## config.mk

```make
export PLATFORM = sky130hd
export DESIGN_NAME = div_share_ctrl
export DESIGN_NICKNAME = d
export VERILOG_FILES = /design/src/rtl/div_share_ctrl.sv
export SDC_FILE = /design/constraint.sdc
export NUM_CORES = 1
export LEC_CHECK = 0
export CORE_UTILIZATION = 34
export DETAILED_ROUTE_END_ITERATION = 8
export PLACE_DENSITY = 0.75
export RECOVER_POWER = 25
export SLEW_MARGIN = 20
export SYNTH_ARGS = -nofsm -noshare
export SYNTH_HDL_FRONTEND = slang
export SYNTH_SLANG_ARGS = --single-unit
```

## constraint.sdc

```tcl
create_clock -name clk -period 1.2 [get_ports clk]
set_input_delay 0.24 -clock clk [delete_from_list [all_inputs] [get_ports clk]]
set_output_delay 0.24 -clock clk [all_outputs]
set_load 0.02 [all_outputs]
```

## src/rtl/div_share_ctrl.sv

```systemverilog
// div_share_ctrl: round-robin sequencer sharing one combinational divider between two requesters.
// Optional DIV_ZERO_BYPASS_EN: zero divisors skip the divider and return 8'hFF with rsp_dz set.
module div_share_ctrl #(
    parameter int WIDTH = 8,
    parameter int LAT   = 2
) (
    input  logic             clk,
    input  logic             rst,
    input  logic             req0_valid,
    output logic             req0_ready,
    input  logic [WIDTH-1:0] req0_a,
    input  logic [WIDTH-1:0] req0_b,
    input  logic             req1_valid,
    output logic             req1_ready,
    input  logic [WIDTH-1:0] req1_a,
    input  logic [WIDTH-1:0] req1_b,
    output logic [WIDTH-1:0] div_a,
    output logic [WIDTH-1:0] div_b,
    input  logic [WIDTH-1:0] div_c,
    output logic             rsp_valid,
    input  logic             rsp_ready,
    output logic             rsp_id,
    output logic [WIDTH-1:0] rsp_q,
`ifdef DIV_ZERO_BYPASS_EN
    output logic             rsp_dz,
`endif
    output logic             busy
);
    localparam int CW = (LAT > 1) ? $clog2(LAT) : 1;
    typedef enum logic [1:0] {IDLE, EXEC, RESP} state_t;
    state_t           r_state, w_next;
    logic [WIDTH-1:0] r_a, r_b, r_q, w_a, w_b;
    logic [CW-1:0]    r_cnt;
    logic             r_id, r_last, w_gnt, w_acc, w_zero;
`ifdef DIV_ZERO_BYPASS_EN
    logic             r_dz;
    assign rsp_dz = r_dz;
`endif
    always_comb begin
        w_gnt = (req0_valid && req1_valid) ? ~r_last : req1_valid;
        w_acc = (r_state == IDLE) && !rst && (req0_valid || req1_valid);
        w_a = w_gnt ? req1_a : req0_a;
        w_b = w_gnt ? req1_b : req0_b;
`ifdef DIV_ZERO_BYPASS_EN
        w_zero = (w_b == '0);
`else
        w_zero = 1'b0;
`endif
        w_next = r_state;
        if (w_acc)
            w_next = w_zero ? RESP : EXEC;
        else if (r_state == EXEC && r_cnt == '0)
            w_next = RESP;
        else if (r_state == RESP && rsp_ready)
            w_next = IDLE;
    end
    assign req0_ready = w_acc && !w_gnt;
    assign req1_ready = w_acc && w_gnt;
    assign div_a      = r_a;
    assign div_b      = r_b;
    assign rsp_valid  = (r_state == RESP);
    assign rsp_id     = r_id;
    assign rsp_q      = r_q;
    assign busy       = (r_state != IDLE);
    always_ff @(posedge clk) begin
        if (rst) begin
            r_state <= IDLE;
            r_a     <= '0;
            r_b     <= '0;
            r_q     <= '0;
            r_id    <= 1'b0;
            r_last  <= 1'b1;
            r_cnt   <= '0;
`ifdef DIV_ZERO_BYPASS_EN
            r_dz    <= 1'b0;
`endif
        end else begin
            r_state <= w_next;
            if (w_acc) begin
                r_a    <= w_a;
                r_b    <= w_b;
                r_id   <= w_gnt;
                r_last <= w_gnt;
                r_cnt  <= CW'(LAT - 1);
            end else if (r_state == EXEC) begin
                r_cnt <= r_cnt - 1'b1;
            end
            // bypassed zero divisors never visit EXEC, so the all-ones quotient is loaded at accept
            if (w_acc && w_zero)
                r_q <= '1;
            else if (r_state == EXEC && r_cnt == '0)
                r_q <= div_c;
`ifdef DIV_ZERO_BYPASS_EN
            if (w_acc)
                r_dz <= w_zero;
`endif
        end
    end
endmodule

```

* Word level (Yosys, flattened, before mapping)
Cells that the tools add are included.
** Operators by class
- Add/sub/neg operators :: 1
- Multipliers :: 0
- Divide/modulo/power cells :: 0
- $lt $le $gt $ge :: 0
- Equality and inequality tests :: 2
- Shift-type cells :: 0
- Muxes and demuxes :: 8
- Bitwise logic cells :: 2
- Reductions and logical operators :: 16
** Operators by type and width (number)
- two-way mux 8 bit :: 2
- logical AND 1 bit :: 7
- nonzero test 2 bit :: 3
- two-way mux 1 bit :: 4
- two-way mux 2 bit :: 2
- nonzero test 3 bit :: 1
- equality test 2 x 1 -> 1 bit (second input constant) :: 1
- equality test 2 bit (second input constant) :: 1
- logical NOT 1 bit :: 2
- logical NOT 2 bit :: 1
- inverter 1 bit :: 2
- OR reduction 2 bit :: 1
- logical OR 1 bit :: 1
- subtractor 1 bit (second input constant) :: 1
** Word-level totals
- Register bits :: 29
- Latch bits :: 0
- Memory bits (writable) :: 0
- Memory bits (read-only) :: 0
- Input bits :: 45
- Logic and storage cells :: 37
- Memories kept :: 0

* Depth between registers and ports, before layout
Gate-level depths: netlist of the first run.
- Word-level depth :: 5
- Mapped depth :: 6
- Mapped depth without buffers :: 3

* Worst setup path after synthesis of the first run
Ideal clock, no wire load.
- Path type :: register to output
- Start :: reg r_state[0]
- End :: out req0_ready
- Arrival time :: 1.287 ns
- Setup slack :: -0.327 ns
- Stages on the path, launching flop included :: 5
- Buffers on the path :: 1
- Cell sequence :: dfxtp_1 nor2_2 buf_2 nand3_1 nor2_1
** On the way
- Longest elaborated chain between the ends :: 4
** RTL lines
- from (decl) :: RTL line 31 : state_t r_state, w_next;
- from (signal assigned) :: RTL line 78 : r_state <= w_next;
- logical NOT 2 bit :: RTL line 41 : w_acc = (r_state == IDLE) && !rst && (req0_valid || req1_valid);
- logical AND 1 bit (2 in a row) :: RTL line 41
- logical AND 1 bit :: RTL line 57 : assign req0_ready = w_acc && !w_gnt;
- to (decl) :: RTL line 10 : output logic req0_ready,
Every way passes these cells.

* Worst setup path after layout of the first run
- Start :: reg r_state[1]
- End :: out req0_ready
The elaborated chain is that of the path after synthesis.

==> impl_metrics.env, run 1 <==
export IMPL_slew_viol_final=0
export IMPL_synth_enable_flop_cells=0
export IMPL_cp_end_kind="primary output"
export IMPL_period_needed_ps=1450
export IMPL_rsz0062_at_grt="yes"
export IMPL_cts_tree="built"
export IMPL_reg2reg_from="r_state[1]"
export IMPL_yosysSeqAreaShare=0.439
export IMPL_grt_max_degree=24
export IMPL_cts_hold_buf=0
export IMPL_num_io_pins=74
export IMPL_ff2ff_path_depth=7
export IMPL_postLayoutCellArea_mm2=0.00244
export IMPL_grtUsageMet2=0.396
export IMPL_pwr_share_clk=0.253
export IMPL_syn_to_final_growth_pct=84.2
export IMPL_synth_top_area_cell="dfxtp_1"
export IMPL_dp_hpwl_um=2890
export IMPL_status="finished, violations left"
export IMPL_yosysMostFrequentCell="dfxtp_1"
export IMPL_skew_ps=9.75
export IMPL_drtPass1Iterations=4
export IMPL_cp_required_ps=960
export IMPL_avgSynthCellArea_um2=9.46
export IMPL_synthCells=140
export IMPL_synthFlopType="dfxtp_1"
export IMPL_drive_gt1_frac=0.353
export IMPL_critPathLaunchType="register"
export IMPL_dp_cells=264
export IMPL_grtUsageMet1=0.228
export IMPL_wl_per_cell_um=14.7
export IMPL_p_int_mw=2.75
export IMPL_die_width_um=64.4
export IMPL_vias_per_cell=5.15
export IMPL_period_share=1.21
export IMPL_synth_fp_nets=185
export IMPL_grt_pass1_vias=1471
export IMPL_worstHoldPathType="reg -> reg"
export IMPL_start_util=0.359
export IMPL_worst_slack_ps=-250
export IMPL_max_vdd_ir_drop_mv=0.813
export IMPL_ant_nets=0
export IMPL_finalSetupViolations=28
export IMPL_die_h_um=64.4
export IMPL_grt_busiest_layer="met2"
export IMPL_hold_viol_final=0
export IMPL_track_usage=0.220
export IMPL_reg2reg_to="div_a[3]"
export IMPL_dieArea_mm2=0.00415
export IMPL_cts_root_buffer="clkbuf_8"
export IMPL_whs_path_depth=1
export IMPL_cap_violations=0
export IMPL_ys_warnings_count=0
export IMPL_finalNetCount=282
export IMPL_wl_um=4190
export IMPL_grt_pass1_wl_um=6770
export IMPL_overflow=0
export IMPL_syn_area_mm2=0.00132
export IMPL_pwr_share_comb=0.440
export IMPL_cts_buffers=5
export IMPL_netlist_area_leader_share=0.439
export IMPL_rows=22
export IMPL_crit_type="reg -> out"
export IMPL_max_freq_mhz=690
export IMPL_clock_sinks=29
export IMPL_portBuffers=73
export IMPL_clk_pin_slew_worst_paths_ps=60
export IMPL_p_leak_nw=1.00
export IMPL_htree_levels=2
export IMPL_drc=0
export IMPL_arrival_ps=1210
export IMPL_gp_congestion=0.682
export IMPL_whs_endpoint="div_a[2]"
export IMPL_p_sw_mw=1.37
export IMPL_antenna_found_initial=0
export IMPL_finalPower_mw=4.12
export IMPL_grtUsageMet3=0.0839
export IMPL_worstMarginPinSlew_ps=257
export IMPL_place_ws_ps=-801
export IMPL_power_density_mw_per_mm2=1690
export IMPL_ys_types=27
export IMPL_worst_r2r_setup_slack_ps=-100
export IMPL_instances_no_fill=286
export IMPL_worstHoldStart="div_a[2]"
export IMPL_clockBufferDepth=2
export IMPL_synthArstFlopShare=0
export IMPL_antennaDiodeCount=0
export IMPL_place_area_mm2=0.00219
export IMPL_p_sw_frac=0.332
export IMPL_crit_fanout=4
export IMPL_first_iter_violations=50
export IMPL_ys_top_cells_by_count="dfxtp_1 (29), nand2_1 (27), a31oi_1 (13)"
export IMPL_netlist_top_cells_area="dfxtp_1 (44%), a311oi_2 (10%), mux2i_1 (8.3%), nand2_1 (7.7%), a31oi_1 (6.1%)"
export IMPL_slew_limit_headroom=0.827
export IMPL_coreArea_mm2=0.00369
export IMPL_seqPwrFrac=0.308
export IMPL_dr_total_vias=1474
export IMPL_ys_ff_latch=29
export IMPL_insertion_delay_ps=290
export IMPL_violations="setup timing"
[cell type report]
cell class	instances	area, µm²
Clock buffer	7	86.3
Inverter	5	18.8
Sequential cell	29	584
Tap cell	48	60.1
Timing Repair Buffer	101	908
Fill cell	317	1250
Clock inverter	1	30.0
Multi-Input combinational cell	95	751
[registers in the layout, summed over array words and instances, names as in the netlist]
register	cells
div_a	8
div_b	8
rsp_q	8
r_state	2
rsp_id	1
r_cnt	1
r_last	1
[metrics by stage]
| step | setup TNS, ps | util | hold WS, ps |
|---|---|---|---|
| global route | -3600 | 0.661 | 487 |
| floorplan | -653 | - | 312 |
| detailed placement | -14390 | 0.594 | 456 |
| finish | -1710 | 0.661 | 474 |
| CTS | -2430 | 0.670 | 475 |
| global placement | -12880 | 0.594 | 451 |
[placed cells by master (no fill, tap or decap), types with 2 or more instances in the layout]
cell type,synthesis,final
buf_6,3,8
a31oi_1,13,13
nor2_1,11,8
and3_4,1,2
a21oi_1,3,3
nor2_4,0,4
clkdlybuf4s50_1,0,41
dlygate4sd2_1,0,3
buf_8,0,3
a311oi_1,4,2
mux2i_1,11,10
a311oi_2,9,11
clkbuf_1,5,4
clkbuf_8,0,6
dfxtp_1,29,26
buf_4,1,18
o2bb2ai_2,0,2
nand2_1,27,27
dfxtp_2,0,3
clkbuf_2,0,15
buf_12,0,2
clkdlybuf4s15_1,0,7
inv_1,4,4
[kinds of logic after synthesis]
kind of cell,Yosys count,synth area share
AND/OR/NAND/NOR,44,0.140
AO/OA/AOI/OAI,39,0.267
flip-flops,29,0.439
buffers and inverters,17,0.0709
multiplexers,11,0.0832
[per-layer routing]
layer / part of all wire / wire length (µm)
met5: 0 / 0
met4: 0.020 / 84
met3: 0.071 / 298
met2: 0.52 / 2170
met1: 0.39 / 1640
[timing repair]
item / 4_1_cts / 5_1_grt
endpoints found under the setup margin: 56 / 57
gates resized for setup: 83 / 40
pin swaps: 6 / 4
gates cloned: 1 / 0
setup buffers: 12 / 2
[worst max-delay path by stage]
stage	cells past startpoint	endpoint	startpoint	slack (ps)
4_1_cts	5	req0_ready	r_state[0]	-260
6_report	5	req0_ready	r_state[1]	-250
5_1_grt	5	req1_ready	r_state[1]	-310
3_5_place_dp	5	req0_ready	req0_valid	-800
3_3_place_gp	5	req0_ready	req0_valid	-750
2_1_floorplan	6	div_a[1]	req1_valid	-60
[worst max-delay path, stage by stage (launching register included)]
cell and delay [ps]:
dfxtp_2 340, nor2_4 140, buf_12 120, nand3_4 110
nor2_4 110, buf_6 120
[power groups by stage]
stage | Combinational [mW] | Sequential (mW) | Clock [mW]
after floorplan | 0.727 | 1.44 | 0
after global placement | 1.54 | 1.26 | 0
after detailed placement | 1.59 | 1.27 | 0
after CTS | 1.81 | 1.26 | 1.06
after global routing | 1.93 | 1.29 | 1.13
final | 1.81 | 1.27 | 1.04
Power figures use the tool's default switching activity.
==> run 2, diff against run 1 <==
- CORE_UTILIZATION: 34 -> 36
- CTS_BUF_LIST: default -> sky130_fd_sc_hd__clkbuf_4
- PLACE_DENSITY: 0.75 -> 0.79
==> impl_metrics.env, run 2 (synthesis results as in run 1) <==
export IMPL_status="finished, violations left"
export IMPL_crit_type="reg -> out"
export IMPL_antenna_found_initial=0
export IMPL_violations="setup timing"
export IMPL_vias_per_cell=5.25
export IMPL_period_share=1.16
export IMPL_drive_gt1_frac=0.369
export IMPL_rows=21
export IMPL_cts_tree="built"
export IMPL_first_iter_violations=49
export IMPL_hold_viol_final=0
export IMPL_critPathLaunchType="register"
export IMPL_cp_required_ps=960
export IMPL_place_area_mm2=0.00219
export IMPL_grt_pass1_wl_um=7620
export IMPL_drtPass1Iterations=4
export IMPL_antennaDiodeCount=0
export IMPL_max_freq_mhz=721
export IMPL_slowest_delay_ps=340
export IMPL_finalPower_mw=3.67
export IMPL_rsz0062_at_grt="yes"
export IMPL_slew_viol_final=0
export IMPL_power_density_mw_per_mm2=1560
export IMPL_crit_slowest_cell="dfxtp_2"
export IMPL_fillers=276
export IMPL_final_cell_mix="clkdlybuf4s50_1 (42), nand2_1 (27), dfxtp_1 (26)"
export IMPL_syn_to_final_growth_pct=78.1
export IMPL_period_needed_ps=1390
export IMPL_worstMarginPinSlew_ps=324
export IMPL_htree_levels=2
export IMPL_path_delay_family="simple AND/OR/NAND/NOR gates"
export IMPL_cts_root_buffer="clkbuf_4"
export IMPL_postLayoutCellArea_mm2=0.00236
export IMPL_grt_max_degree=24
export IMPL_slew_limit_headroom=0.784
export IMPL_num_io_pins=74
export IMPL_dp_hpwl_um=3030
export IMPL_wl_per_cell_um=16.1
export IMPL_crit_top_cell="nor2_4"
export IMPL_die_width_um=62.6
export IMPL_ant_nets=0
export IMPL_cap_violations=0
export IMPL_cp_end_kind="primary output"
export IMPL_final_common_cell="clkdlybuf4s50_1"
export IMPL_seqCellArea_um2=587
export IMPL_insertion_delay_ps=320
export IMPL_coreArea_mm2=0.00344
export IMPL_worstPathCellList="nor2_4 -> nand3_4 -> nor2_4 -> buf_6"
export IMPL_die_h_um=62.6
export IMPL_gp_congestion=0.707
export IMPL_start_util=0.385
export IMPL_clk_pin_slew_worst_paths_ps=80
export IMPL_wl_um=4480
export IMPL_drc=0
export IMPL_crit_fanout=3
export IMPL_clock_sinks=29
export IMPL_cts_buffers=5
export IMPL_worst_slack_ps=-187
export IMPL_dieArea_mm2=0.00392
export IMPL_multi_input_area_um2=759
export IMPL_overflow=0
export IMPL_track_usage=0.251
export IMPL_dr_total_vias=1466
export IMPL_clockBufferDepth=2
export IMPL_portBuffers=73
export IMPL_finalNetCount=278
export IMPL_tns_ps=-2310
export IMPL_worstHoldPathType="reg -> reg"
export IMPL_grt_pass1_vias=1648
export IMPL_p_leak_nw=0.960
export IMPL_max_vdd_ir_drop_mv=0.674
export IMPL_timing_critical_path_buf_inv=1
export IMPL_finalSetupViolations=28
export IMPL_arrival_ps=1150
export IMPL_skew_ps=9.90
[run 2: cell count changes in the layout (fill, tap and decap cells not counted), sizes merged]
cell	delta
bufinv	-1
buf	+8
clkdlybuf4s50	+1
clkbuf	-13
clkinv	+1
dlygate4sd2	-1
[run 2: layout make-up]
| cell class | count | area share |
|---|---|---|
| well taps | 46 | 0.0244 |
| inverters | 5 | 0.00796 |
| clock buffers | 6 | 0.0191 |
| flip-flops and latches | 29 | 0.249 |
| repair buffers | 97 | 0.376 |
| clock inverters | 1 | 0.00159 |
| multi-input cells | 95 | 0.322 |
[run 2: worst paths after layout]
kind	cells after the start	to	slack [ps]	start
worst min register to register	1	div_a[3]	480	div_a[3]
worst min-delay path	1	div_a[3]	480	div_a[3]
worst max register to register	6	rsp_q[1]	-180	r_state[1]
worst max-delay path	4	req0_ready	-190	r_state[0]
[run 2: power breakdown]
part           switching, mW  internal, mW  total, mW
combinational          0.920         0.944       1.86
clock                  0.300         0.235      0.535
sequential             0.125          1.15       1.27
total                   1.35          2.33       3.67
[run 2: routing by layer]
layer / up-vias / GRT usage / share of wire
li1: 695 / - / -
met1: 690 / 0.262 / 0.38
met3: 12 / 0.0748 / 0.073
met2: 69 / 0.462 / 0.53
met5: - / 0 / 0
met4: 0 / 0.108 / 0.017
[run 2: through the flow]
stage,utilization,std cells,setup WS (ps),hold slack (ps)
final,0.685,279,-187,476
after global routing,0.685,279,-254,487
after CTS,0.704,277,-196,476
after detailed placement,0.638,263,-789,446
after global placement,0.638,263,-746,453
after floorplan,-,140,-64.5,312
[run 2: timing repair]
action | 4_1_cts | 5_1_grt
pin swaps | 19 | 3
gates resized for setup | 127 | 22
endpoints found under the setup margin | 57 | 48
buffers inserted | 5 | 2
cloned | 3 | 0
hold buffers | 0 | 0
==> run 3, diff against run 2 <==
- HOLD_SLACK_MARGIN: default -> 0.05
==> results of run 3 <==
Final layout, timing and power as in run 2 (identical DEF).
